File: config.mk
export PLATFORM = sky130hd
export DESIGN_NAME = ec1_datapath
export DESIGN_NICKNAME = d
export VERILOG_FILES = /design/src/rtl/ec1_datapath.sv
export SDC_FILE = /design/constraint.sdc
export NUM_CORES = 1
export LEC_CHECK = 0
export ABC_AREA = 1
export CAP_MARGIN = 25
export CORE_MARGIN = 2
export CORE_UTILIZATION = 45
export CTS_CLUSTER_DIAMETER = 30
export CTS_CLUSTER_SIZE = 20
export DETAILED_ROUTE_END_ITERATION = 6
export PLACE_DENSITY = 0.61
export SLEW_MARGIN = 30
export SYNTH_ARGS = -nofsm -noshare
export SYNTH_HDL_FRONTEND = slang
export SYNTH_SLANG_ARGS = --single-unit
File: constraint.sdc
create_clock -name clk -period 3.7 [get_ports clk]
set_input_delay 0.74 -clock clk [delete_from_list [all_inputs] [get_ports clk]]
set_output_delay 0.74 -clock clk [all_outputs]
set_load 0.02 [all_outputs]
File: src/rtl/ec1_datapath.sv
// ec1_datapath -- datapath of the EC-1 accumulator machine.
//
// Holds the program counter, instruction register, A accumulator, program
// memory and a registered output port. The control unit drives the load /
// mux strobes; the datapath hands back the decoded opcode and the A-not-zero
// flag, both taken from registers, so they are stable one cycle before the
// control unit makes its next state decision.
//
// Optional feature: define EC1_INSTR_COUNT_EN to add a 16-bit saturating
// count of instruction fetches (edges with IRload=1) on port instr_count.
//
// Ports:
//   clk         system clock, rising edge
//   Reset       asynchronous active-high reset (PC, IR, A, Output, strobe)
//   IRload      IR <= mem[PC]
//   PCload      update PC
//   JNZmux      PC source: 0 = PC+1, 1 = IR jump field
//   INmux       A source:  0 = A-1,  1 = Input
//   Aload       load A
//   OutE        capture A into Output
//   Input       external data for IN
//   prog_we     program memory write enable (honoured even during Reset)
//   prog_addr   program write address
//   prog_data   program write data
//   opcode      IR[DATA_W-1:DATA_W-3]
//   AnotZero    |A
//   Output      registered output value
//   out_strobe  one-cycle pulse after each Output capture
//   instr_count fetch counter (only with EC1_INSTR_COUNT_EN)
//   pc          current PC

module ec1_datapath #(
  parameter int DATA_W = 8,
  parameter int ADDR_W = 5
) (
  input  logic              clk,
  input  logic              Reset,
  input  logic              IRload,
  input  logic              PCload,
  input  logic              JNZmux,
  input  logic              INmux,
  input  logic              Aload,
  input  logic              OutE,
  input  logic [DATA_W-1:0] Input,
  input  logic              prog_we,
  input  logic [ADDR_W-1:0] prog_addr,
  input  logic [DATA_W-1:0] prog_data,
  output logic [2:0]        opcode,
  output logic              AnotZero,
  output logic [DATA_W-1:0] Output,
  output logic              out_strobe,
`ifdef EC1_INSTR_COUNT_EN
  output logic [15:0]       instr_count,
`endif
  output logic [ADDR_W-1:0] pc
);

  localparam int DEPTH = 1 << ADDR_W;

  logic [DATA_W-1:0] mem [DEPTH];
  logic [DATA_W-1:0] ir;
  logic [DATA_W-1:0] a;
  logic [DATA_W-1:0] mem_rd;
  logic [ADDR_W-1:0] pc_next;
  logic [DATA_W-1:0] a_next;

  // Asynchronous read at PC; a same-edge write therefore lands after IR has
  // already sampled the old word (read-before-write).
  assign mem_rd = mem[pc];

  // NOTE: memories get no reset branch -- contents must survive Reset, and a
  // reset loop over the array would stop it mapping onto RAM. Keeping the
  // write out of the reset process also lets prog_we work during Reset.
  always_ff @(posedge clk) begin
    if (prog_we) begin
      mem[prog_addr] <= prog_data;
    end
  end

  // NOTE: every variable written in always_comb gets a default first, so no
  // path through the block leaves it unassigned and no latch is inferred.
  always_comb begin
    pc_next = pc;
    a_next  = a;
    if (PCload) begin
      pc_next = JNZmux ? ir[ADDR_W-1:0] : pc + ADDR_W'(1);
    end
    if (Aload) begin
      a_next = INmux ? Input : a - DATA_W'(1);
    end
  end

  // NOTE: sequential state uses non-blocking assignments so every register
  // samples pre-edge values; this is what makes IR take mem[old PC] while PC
  // advances, and Output take the old A while A updates, on the same edge.
  always_ff @(posedge clk or posedge Reset) begin
    if (Reset) begin
      pc         <= '0;
      ir         <= '0;
      a          <= '0;
      Output     <= '0;
      out_strobe <= 1'b0;
    end else begin
      pc         <= pc_next;
      a          <= a_next;
      out_strobe <= OutE;
      if (IRload) begin
        ir <= mem_rd;
      end
      if (OutE) begin
        Output <= a;
      end
    end
  end

`ifdef EC1_INSTR_COUNT_EN
  // Saturating fetch counter; cleared only by Reset.
  always_ff @(posedge clk or posedge Reset) begin
    if (Reset) begin
      instr_count <= '0;
    end else if (IRload && (instr_count != 16'hFFFF)) begin
      instr_count <= instr_count + 16'd1;
    end
  end
`endif

  assign opcode   = ir[DATA_W-1 -: 3];
  assign AnotZero = |a;

endmodule

==> results.txt <==
GPL Wtd Cong = 0.864
Die height = 169 um
Post-synthesis cell count = 1176
TritonCTS clock tree = built
DP Area = 13000 sq um
Syn_nets = 1209
Clock Sink Count = 286
CP Cell Sequence = clkdlybuf4s50_1
Power Density = 692 nW/um^2
Worst slew pin tran = 0.751 ns
Final WL = 30100 um
Vias = 8395
Worst Path Max Fanout = 41
Setup TNS Final = 0 ns
CTS buffer count = 54
Layout Area Growth over Synthesis = 21.1%
Number of global-route vias before repair = 8163
Post-cts gate resize count = 0
Worst setup margin = 0.972 ns
Final Hold Viols = 0
Worst slack, placed = 0.761 ns
Mapped cell area = 12200 sq um
DP HPWL = 17900 um
Sequential cell area fraction in the yosys report = 0.689
Setup-failing EPs final = 0
First-pass GRT wire length = 46200 um
Crit share post-route = 0.737
CTS Buffer Depth = 3
Antenna Cells = 0
CP Class = reg -> out
Post-DRT Antenna Nets = 0
Worst Path Buf+Inv = 1
Ys Warns = 0
Hold Crit Class = reg -> reg
Clk Latency, worst-skew pair = 0.57 ns
Post-route minimum period = 2.73 ns
CP startpoint kind = flip-flop
H-tree depth reported by CTS = 2
Max Fclk = 0.367 GHz
Root buffer cell = clkbuf_16
Worst setup EP type = primary output
Setup Skew = 0.0252 ns
Crit-path max cell delay = 0.73 ns
Grt total ovfl = 0
Avg Inst Size Synth = 10.4 sq um
Pleak = 5.94 nW
Buffers added on ports = 47
Layout cell share with drive strength beyond 1 = 0.0916
Num rows = 60
Slew HR = 0.498
Max IR drop VDD = 367 uV
Vias per cell = 5.15
Post-route cell area = 14800 sq um
Top Ports = 48
Count of pins over their slew limit = 0
Max-cap violation count = 0
Iteration-0 DRC Markers = 860
Tot GR Track Use = 0.215
Flops & latches, synth = 286
WP data arrival = 1.99 ns
Distinct cell type count after synthesis = 25
Required @ worst endpoint = 2.96 ns
Post-CTS setup buffer count = 0
Unrepaired setup endpoints after global routing = no
DRC = 0
Largest net degree at the start of global routing = 99
TritonRoute pass-1 iters = 5
CORE AREA = 26800 sq um
WL per Instance = 18.5 um
Starting Density = 0.457
Fin nets = 1276
Hold_ws = 0.479 ns
Die width = 169 um
Clock slew at reported path FFs = 0.05 ns
Die area = 28500 sq um
Slowest cell on the critical path = dfrtp_4
Cts hold-fix bufs = 0
Outcome = completed
Initial antenna violation count = 0
CP top delay family = flip-flops
-- report_power, final --
group	internal (W)	switching, W	total, W	leakage, nW
sequential	0.00365	0.000126	0.00377	2.66
clock	0.00307	0.00169	0.00476	0.865
combinational	0.000543	0.00119	0.00173	2.42
total	0.00726	0.00301	0.0103	5.94
-- cell usage in the layout, fill, tap and decap left out, drive strengths merged --
master,count
clkdlybuf4s50,47
ha,3
buf,19
nor3b,1
dfrtp,30
o211ai,1
inv,123
edfxtp,256
o21ai,59
o22ai,5
a31oi,1
clkbuf,57
clkinvlp,10
bufinv,5
clkinv,23
nand4,1
nand3,129
a21o,1
nor2,133
nand2,350
a21oi,32
mux2,2
-- synth_stat cells (all sizes together) --
| master | count | area [sq um] |
|---|---|---|
| a21o | 1 | 7.51 |
| clkbuf | 13 | 48.8 |
| ha | 3 | 37.5 |
| mux2 | 2 | 22.5 |
| nand3 | 129 | 646 |
| clkinv | 3 | 11.3 |
| a21oi | 32 | 160 |
| buf | 42 | 270 |
| nor2 | 133 | 499 |
| nor3b | 1 | 7.51 |
| dfrtp | 30 | 751 |
| o21ai | 59 | 295 |
| a31oi | 1 | 6.26 |
| o22ai | 5 | 31.3 |
| nand2 | 350 | 1310 |
| edfxtp | 256 | 7690 |
| inv | 114 | 430 |
| o211ai | 1 | 7.51 |
| nand4 | 1 | 6.26 |
-- registers in the layout, indices dropped and copies added (netlist names) --
signal      count
mem           256
pc              5
ir              8
a               8
Output          8
out_strobe      1
-- kinds of logic (layout without fill, tap and decap cells) --
| group | Yosys count | in the layout | share of synthesized area |
|---|---|---|---|
| and+or+nand+nor | 614 | 614 | 0.202 |
| DFF | 286 | 286 | 0.689 |
| buffers and inverters | 172 | 284 | 0.0622 |
| AOI/OAI and AO/OA | 99 | 99 | 0.0415 |
| adders and majority gates | 3 | 3 | 0.00307 |
| muxes | 2 | 2 | 0.00184 |
-- routing by layer --
layer	wire, um	part of all wire	GRT usage
met5	0	0	0
met4	784	0.026	0.0761
met3	2470	0.082	0.0447
met2	13500	0.45	0.330
met1	13400	0.44	0.306
-- area by class of cell --
| type | instances | area (sq um) |
|---|---|---|
| timing repair buffer | 66 | 638 |
| clock buffer | 57 | 1360 |
| tap | 341 | 427 |
| sequential | 286 | 8440 |
| inverter | 117 | 442 |
| clock inverter | 44 | 470 |
| multi-input combinational | 718 | 3040 |
| fill | 2260 | 12000 |
-- path summary, 6_finish.rpt --
| path | start | to | cells after the start | slack, ns |
|---|---|---|---|---|
| max | pc[0] | pc[0] | 1 | 0.97 |
| min | ir[6] | ir[6] | 2 | 0.48 |
| max reg2reg | pc[0] | ir[5] | 10 | 1.24 |
| min reg2reg | ir[6] | ir[6] | 2 | 0.48 |
| max in group asynchronous | Reset | pc[0] | 3 | 2.80 |
| min in group asynchronous | Reset | ir[5] | 3 | 0.58 |
-- per-stage QoR --
step                      cells  total power (W)   util
after floorplan            1176          0.00496      -
final                      1629           0.0103  0.553
after CTS                  1629           0.0103  0.553
after global placement     1528          0.00554  0.485
after global routing       1629           0.0107  0.553
after detailed placement   1528          0.00555  0.485
Power figures use the tool's default switching activity.
